`src/rtl/key_event_gen.sv`:
```
// Multi-channel key-event generator: per-channel synchroniser, debouncer and
// single-cycle press/release/auto-repeat event outputs for the front panel.
module key_event_gen #(
  parameter int CH          = 4,
  parameter int SYNC_STAGES = 2,
  parameter int DEBOUNCE    = 4,
  parameter int REPEAT_DLY  = 8,
  parameter int REPEAT_PER  = 4,
  localparam int IW         = (CH > 1) ? $clog2(CH) : 1
) (
  input  logic          clk,
  input  logic          reset,
  input  logic [CH-1:0] key_in,
  input  logic [CH-1:0] repeat_en,
  output logic [CH-1:0] key_state,
  output logic [CH-1:0] press_pulse,
  output logic [CH-1:0] repeat_flag,
  output logic [CH-1:0] release_pulse,
  output logic          any_press,
  output logic [IW-1:0] press_idx
);

  localparam int DW   = $clog2(DEBOUNCE + 1);
  localparam int HMAX = (REPEAT_DLY > REPEAT_PER) ? REPEAT_DLY : REPEAT_PER;
  localparam int HW   = $clog2(HMAX + 1);
  localparam logic [DW-1:0] DB_LAST  = DW'(DEBOUNCE - 1);
  localparam logic [HW-1:0] DLY_LAST = HW'(REPEAT_DLY - 1);
  localparam logic [HW-1:0] PER_LAST = HW'(REPEAT_PER - 1);

  logic [CH-1:0] sync_q [SYNC_STAGES];
  logic [CH-1:0] sync_lvl;
  logic [DW-1:0] db_cnt [CH];
  logic [HW-1:0] hold_cnt [CH];
  logic [CH-1:0] in_repeat;
  logic [CH-1:0] rise;
  logic [CH-1:0] fall;
  logic [CH-1:0] fire;

  assign sync_lvl = sync_q[SYNC_STAGES-1];

  always_ff @(posedge clk) begin
    if (reset) begin
      for (int s = 0; s < SYNC_STAGES; s++) sync_q[s] <= '0;
    end else begin
      sync_q[0] <= key_in;
      for (int s = 1; s < SYNC_STAGES; s++) sync_q[s] <= sync_q[s-1];
    end
  end

  // A repeat is never allowed on the edge that accepts a release.
  always_comb begin
    rise = '0;
    fall = '0;
    fire = '0;
    for (int i = 0; i < CH; i++) begin
      rise[i] = !key_state[i] && sync_lvl[i] && (db_cnt[i] == DB_LAST);
      fall[i] = key_state[i] && !sync_lvl[i] && (db_cnt[i] == DB_LAST);
      fire[i] = key_state[i] && repeat_en[i] && !fall[i] &&
                (in_repeat[i] ? (hold_cnt[i] == PER_LAST) : (hold_cnt[i] == DLY_LAST));
    end
  end

  always_ff @(posedge clk) begin
    if (reset) begin
      key_state     <= '0;
      press_pulse   <= '0;
      repeat_flag   <= '0;
      release_pulse <= '0;
      in_repeat     <= '0;
      for (int i = 0; i < CH; i++) begin
        db_cnt[i]   <= '0;
        hold_cnt[i] <= '0;
      end
    end else begin
      press_pulse   <= rise | fire;
      repeat_flag   <= fire;
      release_pulse <= fall;
      for (int i = 0; i < CH; i++) begin
        if (sync_lvl[i] == key_state[i]) begin
          db_cnt[i] <= '0;
        end else if (db_cnt[i] == DB_LAST) begin
          db_cnt[i]    <= '0;
          key_state[i] <= sync_lvl[i];
        end else begin
          db_cnt[i] <= db_cnt[i] + 1'b1;
        end

        // Hold counter restarts whenever the key is up, repeat is off or releasing.
        if (!key_state[i] || !repeat_en[i] || fall[i]) begin
          hold_cnt[i]  <= '0;
          in_repeat[i] <= 1'b0;
        end else if (fire[i]) begin
          hold_cnt[i]  <= '0;
          in_repeat[i] <= 1'b1;
        end else begin
          hold_cnt[i] <= hold_cnt[i] + 1'b1;
        end
      end
    end
  end

  always_comb begin
    any_press = |press_pulse;
    press_idx = '0;
    for (int i = CH - 1; i >= 0; i--) begin
      if (press_pulse[i]) press_idx = IW'(i);
    end
  end

endmodule

```
`config.mk`:
```
export PLATFORM = sky130hd
export DESIGN_NAME = key_event_gen
export DESIGN_NICKNAME = d
export VERILOG_FILES = /design/src/rtl/key_event_gen.sv
export SDC_FILE = /design/constraint.sdc
export NUM_CORES = 1
export LEC_CHECK = 0
export CAP_MARGIN = 0
export CELL_PAD_IN_SITES_DETAIL_PLACEMENT = 2
export CELL_PAD_IN_SITES_GLOBAL_PLACEMENT = 2
export CORE_AREA = 4 4 88 90
export CTS_CLUSTER_SIZE = 16
export DETAILED_ROUTE_END_ITERATION = 8
export DIE_AREA = 0 0 92 94
export HOLD_SLACK_MARGIN = 0.03
export PLACE_DENSITY_LB_ADDON = 0.1
export SLEW_MARGIN = 20
export SYNTH_ARGS = -nofsm -noshare
export SYNTH_HDL_FRONTEND = slang
export SYNTH_SLANG_ARGS = --single-unit
```
`constraint.sdc`:
```
create_clock -name clk -period 2 [get_ports clk]
set_input_delay 0.2 -clock clk [delete_from_list [all_inputs] [get_ports clk]]
set_output_delay 0.2 -clock clk [all_outputs]
set_load 0.05 [all_outputs]
```
==> qor.log <==
[die] area of the core 0.00706 mm²
[placement] GPL Wtd Cong 0.685
[hold_path] classification of the worst-slack hold path in -> reg
[job] count of max-cap constraint violations 0
[drt] met2 routed wirelength 2.33 mm
[setup_path] arrival time at the worst endpoint 1.68 ns
[power_and_ir_drop] worst voltage drop across the vdd grid 0.273 mV
[setup_path] critical path type reg -> out
[sta] count of endpoints failing hold in the final timing report 0
[die] initial standard-cell utilization of the core 0.357
[global_route] Overall Global Routing Usage 0.120
[global_route] largest net degree at the start of global routing 36
[drt] number of nets with antenna violations after detailed routing 0
[finish] Post-layout nets 296
[drt] top layer used by detailed routing met4
[finish] share of final-layout standard cells stronger than drive strength 1 0.0824
[sta] number of pins exceeding their max-slew limit in the final report 0
[yosys] FFs w/ async S/R, synth 0
[cts] maximum count of clock buffers along a single path 2
[yosys] average cell area after synthesis 12.2 µm²
[sta] worst clock skew 0.00958 ns
[cts] CTS tree done
[power_and_ir_drop] Total Power 1970 µW
[placement] HPWL after detailed placement 3.71 mm
[sta] endpoints failing setup 0
[drt] routed wire length per instance 12.9 µm
[yosys] register bit total from synthesis 56
[sta] unrepaired setup endpoints after global routing no
[sta] Total Neg Setup Slack 0 ns
[cts] cts bufs inserted 5
[setup_path] Worst Setup Start Kind register
[global_route] initial antenna violation count 0
[placement] I/O Buffers 28
[drt] DRT Pass-1 Iters 3
[power_and_ir_drop] Power Dens Cells 635 mW/mm²
[drt] DR WL met3 151 µm
[drt] Post-route DRC 0
[sta] Slew HR 0.659
[cts] worst-skew pair later-pin latency 0.31 ns
[yosys] synthesized netlist cell count 207
[yosys] leading register cell type out of synthesis sky130_fd_sc_hd__edfxtp_1
[cts] number of sinks driven by the clock tree 56
[finish] area added between synthesis and finish 22.9%
[drt] final WL 4.72 mm
[yosys] sequential element share of the synthesized area 0.555
[drt] detailed-route via count 1638
[setup_path] type of destination of the critical path output port
[drt] DRC marker count from the first detailed-route iteration 39
[drt] Vias per Instance 4.48
[die] die height 94 µm
[global_route] global-route wire length before repair 8.23 mm
[cts] clock root buffer sky130_fd_sc_hd__clkbuf_8
[sta] crit path time final 1.88 ns
[sta] Achievable Freq 0.533 GHz
[die] die area 0.00865 mm²
[die] number of ports placed on the die boundary 29
[outcome] outcome completed
[setup_path] critical path fanouts, max 4
[drt] met1 routed wirelength after detailed routing 2.18 mm
[cts] maximum level of the CTS H-tree 2
[sta] final period utilization 0.939
[power_and_ir_drop] P_leak 0.00124 µW
[cts] number of hold buffers added after cts 0
[yosys] count of unique library cells instantiated by Yosys 26
[global_route] residual overflow from global routing 0
[die] Horiz. Die Dim 92 µm
[cts] clock edge transition at the registers on the reported setup and hold paths 0.10 ns
[yosys] synthesis warning total 0
[yosys] Synth Cell Area 0.00252 mm²
[finish] utilization after layout 0.439
[die] placement row count 31
[global_route] via count of the first global-routing pass 1737
[finish] antenna fix cells 0
[sta] Worst Tran Pin Value 0.510 ns
[setup_path] data required time of the critical path 1.80 ns
[yosys] Post-synth EDFFs 28
-- repair_timing --
item,4_1_cts,5_1_grt
setup endpoints to repair,0,1
buffers inserted,0,0
resized for setup,0,1
-- where the power goes --
group	internal, µW	switching (µW)
clock	244	362
combinational	55.1	58.8
sequential	1230	16.7
total	1530	437
-- synth_stat cells (5+ instances only) --
| library cell | instances | area [µm²] |
|---|---|---|
| sky130_fd_sc_hd__nor2_1 | 15 | 56.3 |
| sky130_fd_sc_hd__nor2b_1 | 11 | 68.8 |
| sky130_fd_sc_hd__xor2_1 | 5 | 43.8 |
| sky130_fd_sc_hd__dfxtp_1 | 28 | 561 |
| sky130_fd_sc_hd__nand2_1 | 9 | 33.8 |
| sky130_fd_sc_hd__a21oi_1 | 5 | 25.0 |
| sky130_fd_sc_hd__ha_1 | 20 | 250 |
| sky130_fd_sc_hd__nand3_1 | 7 | 35.0 |
| sky130_fd_sc_hd__edfxtp_1 | 28 | 841 |
| sky130_fd_sc_hd__nor4_1 | 8 | 50.1 |
| sky130_fd_sc_hd__inv_1 | 20 | 75.1 |
| sky130_fd_sc_hd__nor3_1 | 11 | 55.1 |
| sky130_fd_sc_hd__xnor2_1 | 7 | 61.3 |
-- placed cells by master, fill, tap and decap left out, types with 8 or more instances in the layout --
cell / netlist / routed
sky130_fd_sc_hd__ha_1: 20 / 20
sky130_fd_sc_hd__nor4_1: 8 / 8
sky130_fd_sc_hd__dfxtp_1: 28 / 28
sky130_fd_sc_hd__nor2b_1: 11 / 11
sky130_fd_sc_hd__nor3_1: 11 / 10
sky130_fd_sc_hd__nor2_1: 15 / 15
sky130_fd_sc_hd__nand2_1: 9 / 9
sky130_fd_sc_hd__inv_1: 20 / 20
sky130_fd_sc_hd__conb_1: 1 / 28
sky130_fd_sc_hd__clkdlybuf4s50_1: 0 / 27
sky130_fd_sc_hd__edfxtp_1: 28 / 28
-- path summary, 6_finish.rpt --
path             startpoint             end  slack, ns  cells after the start
max reg2reg    db_cnt[1][0]  hold_cnt[1][2]       0.40                      5
max          press_pulse[0]       any_press       0.12                      3
min               key_in[0]    sync_q[0][0]       0.44                      2
min reg2reg    sync_q[0][3]    sync_q[0][7]       0.44                      1
-- per-stage QoR --
step	setup slack (ns)	cells	hold slack (ns)	area [µm²]
final	0.122	366	0.441	3100
after global routing	0.0138	366	0.429	3100
after CTS	0.0380	366	0.432	3100
after detailed placement	0.382	358	0.431	3020
after global placement	0.424	358	0.417	3020
after floorplan	0.373	234	0.328	2630
-- state kept, by name, indices dropped and copies added, names as in the netlist --
name / count
db_cnt: 12
repeat_flag: 4
press_pulse: 4
in_repeat: 4
release_pulse: 4
key_state: 4
sync_q: 8
hold_cnt: 16
-- area by class of cell --
type	instances	area (µm²)
clock inverter	2	11.3
fill	768	3960
sequential	56	1400
tap	99	124
multi-input combinational	154	1110
clock buffer	6	72.6
inverter	20	75.1
timing repair buffer	29	303
-- worst max-delay path, stage by stage (launching register included) --
cell	delay, ns
sky130_fd_sc_hd__dfxtp_1	0.45
sky130_fd_sc_hd__nor2_1	0.08
sky130_fd_sc_hd__nand2_1	0.06
sky130_fd_sc_hd__clkdlybuf4s50_1	0.79
-- cell families (layout without fill, tap and decap cells) --
kind of cell               after synthesis  count (layout)  synth area share
adders and majority gates               20              20            0.0992
other                                    1              28           0.00149
AOI/OAI and AO/OA                        9               9            0.0198
xor gates and xnor gates                12              12            0.0416
and+or+nand+nor                         81              81             0.222
DFF                                     56              56             0.555
buffers and inverters                   24              57            0.0451
muxes                                    4               4            0.0159
-- per-layer routing --
| layer | up-vias | global-route usage |
|---|---|---|
| li1 | 812 | - |
| met1 | 795 | 0.148 |
| met2 | 26 | 0.208 |
| met3 | 5 | 0.0272 |
| met4 | 0 | 0.0408 |
| met5 | - | 0 |
(Power assumes the default switching activity.)
==> variant, RTL diff (config.mk and constraints unchanged) <==
Reset style: asynchronous (`reset`), changed in 2 clocked blocks.
--- a/src/rtl/key_event_gen.sv
+++ b/src/rtl/key_event_gen.sv
@@ -38,7 +38,7 @@
 
   assign sync_lvl = sync_q[SYNC_STAGES-1];
 
-  always_ff @(posedge clk) begin
+  always_ff @(posedge clk or posedge reset) begin
     if (reset) begin
       for (int s = 0; s < SYNC_STAGES; s++) sync_q[s] <= '0;
     end else begin
@@ -60,7 +60,7 @@
     end
   end
 
-  always_ff @(posedge clk) begin
+  always_ff @(posedge clk or posedge reset) begin
     if (reset) begin
       key_state     <= '0;
       press_pulse   <= '0;
Function: differs if reset is asserted again (counterexample within 10 cycles, from zero or initial values and one cycle with reset high); with reset held inactive, the same outputs for 10 cycles.
==> variant against the original RTL <==
Area after synthesis decreased by 7.5%; utilization fell by 3.4 points; non-clock buffer count is 1 higher; cell area shrank 7.8%; register-to-register slack improved by 0.23 ns; worst setup slack improved by 0.0094 ns; routed wire length fell by 1.4%; sequential cell count unchanged; critical endpoint unchanged.
Power is not compared: it rests on default switching activity, and its combinational part moved more than twofold at a synthesized area within 25%.
==> variant: results <==
set metrics [dict create \
    status "complete, no violations" \
    async_flop_share_pct 100 \
    multi_input_gates 111 \
    reg.largest.list "hold_cnt x16, db_cnt x12" \
    ys_top_cells_by_count "dfrtp_1, nor2_1, ha_1, inv_1, xnor2_1" \
    synthTopCellsByArea "dfrtp_1, ha_1, xnor2_1" \
    dp_hpwl_um 3690 \
    gr-usage-met1_pct 13.2 \
    slew_headroom_pct 65.1 \
    finalNonFillerCells 320 \
    seq_area_frac_synth_pct 60.0 \
    grt_max_degree 25 \
    synth_xor_area_share_pct 4.50 \
    cp_max_fo 3 \
    synth_cell_types 27 \
    place_inst 312 \
    synth_area_um2 2330 \
    clk_share_pct 3.28 \
    skew_ns 0.00866 \
    avgSynthCellArea_um2 12.8 \
    bufAreaShareNonClock_pct 10.6 \
    synthAdderAreaFrac_pct 8.57 \
    rr_endpoint "key_state[3]$_DFFE_PP0P_" \
    gp_congestion 0.785 \
    nets 246 \
    holdWs_ns 0.234 \
    grt_pass1_vias 1636 \
    buffers 30 \
    reg2reg_depth 4 \
    dr_wl_met2_um 2400 \
    hp-class "input port to async pin" \
    max_stage_delay_ns 0.70 \
    muxShareOfSynthArea_pct 1.71 \
    drtIter0Drc 2 \
]
## variant: logic make-up (layout without fill, tap and decap cells)
group | count (synthesis) | after routing
and+or+nand+nor | 66 | 66
buffers and inverters | 16 | 54
muxes | 4 | 4
adders and majority gates | 16 | 16
DFF | 56 | 56
AOI/OAI and AO/OA | 13 | 13
xor gates and xnor gates | 12 | 12
## variant: how the worst max path moves through the flow
stage                                   startpoint           end  slack [ns]  cells past startpoint
after detailed placement  press_pulse[2]$_DFF_PP0_     any_press        0.46                      3
final                     press_pulse[2]$_DFF_PP0_     any_press        0.13                      3
after floorplan           press_pulse[3]$_DFF_PP0_  press_idx[0]        0.38                      2
after global routing      press_pulse[2]$_DFF_PP0_     any_press        0.03                      3
after CTS                 press_pulse[2]$_DFF_PP0_     any_press         0.1                      3
after global placement    press_pulse[0]$_DFF_PP0_     any_press        0.49                      3
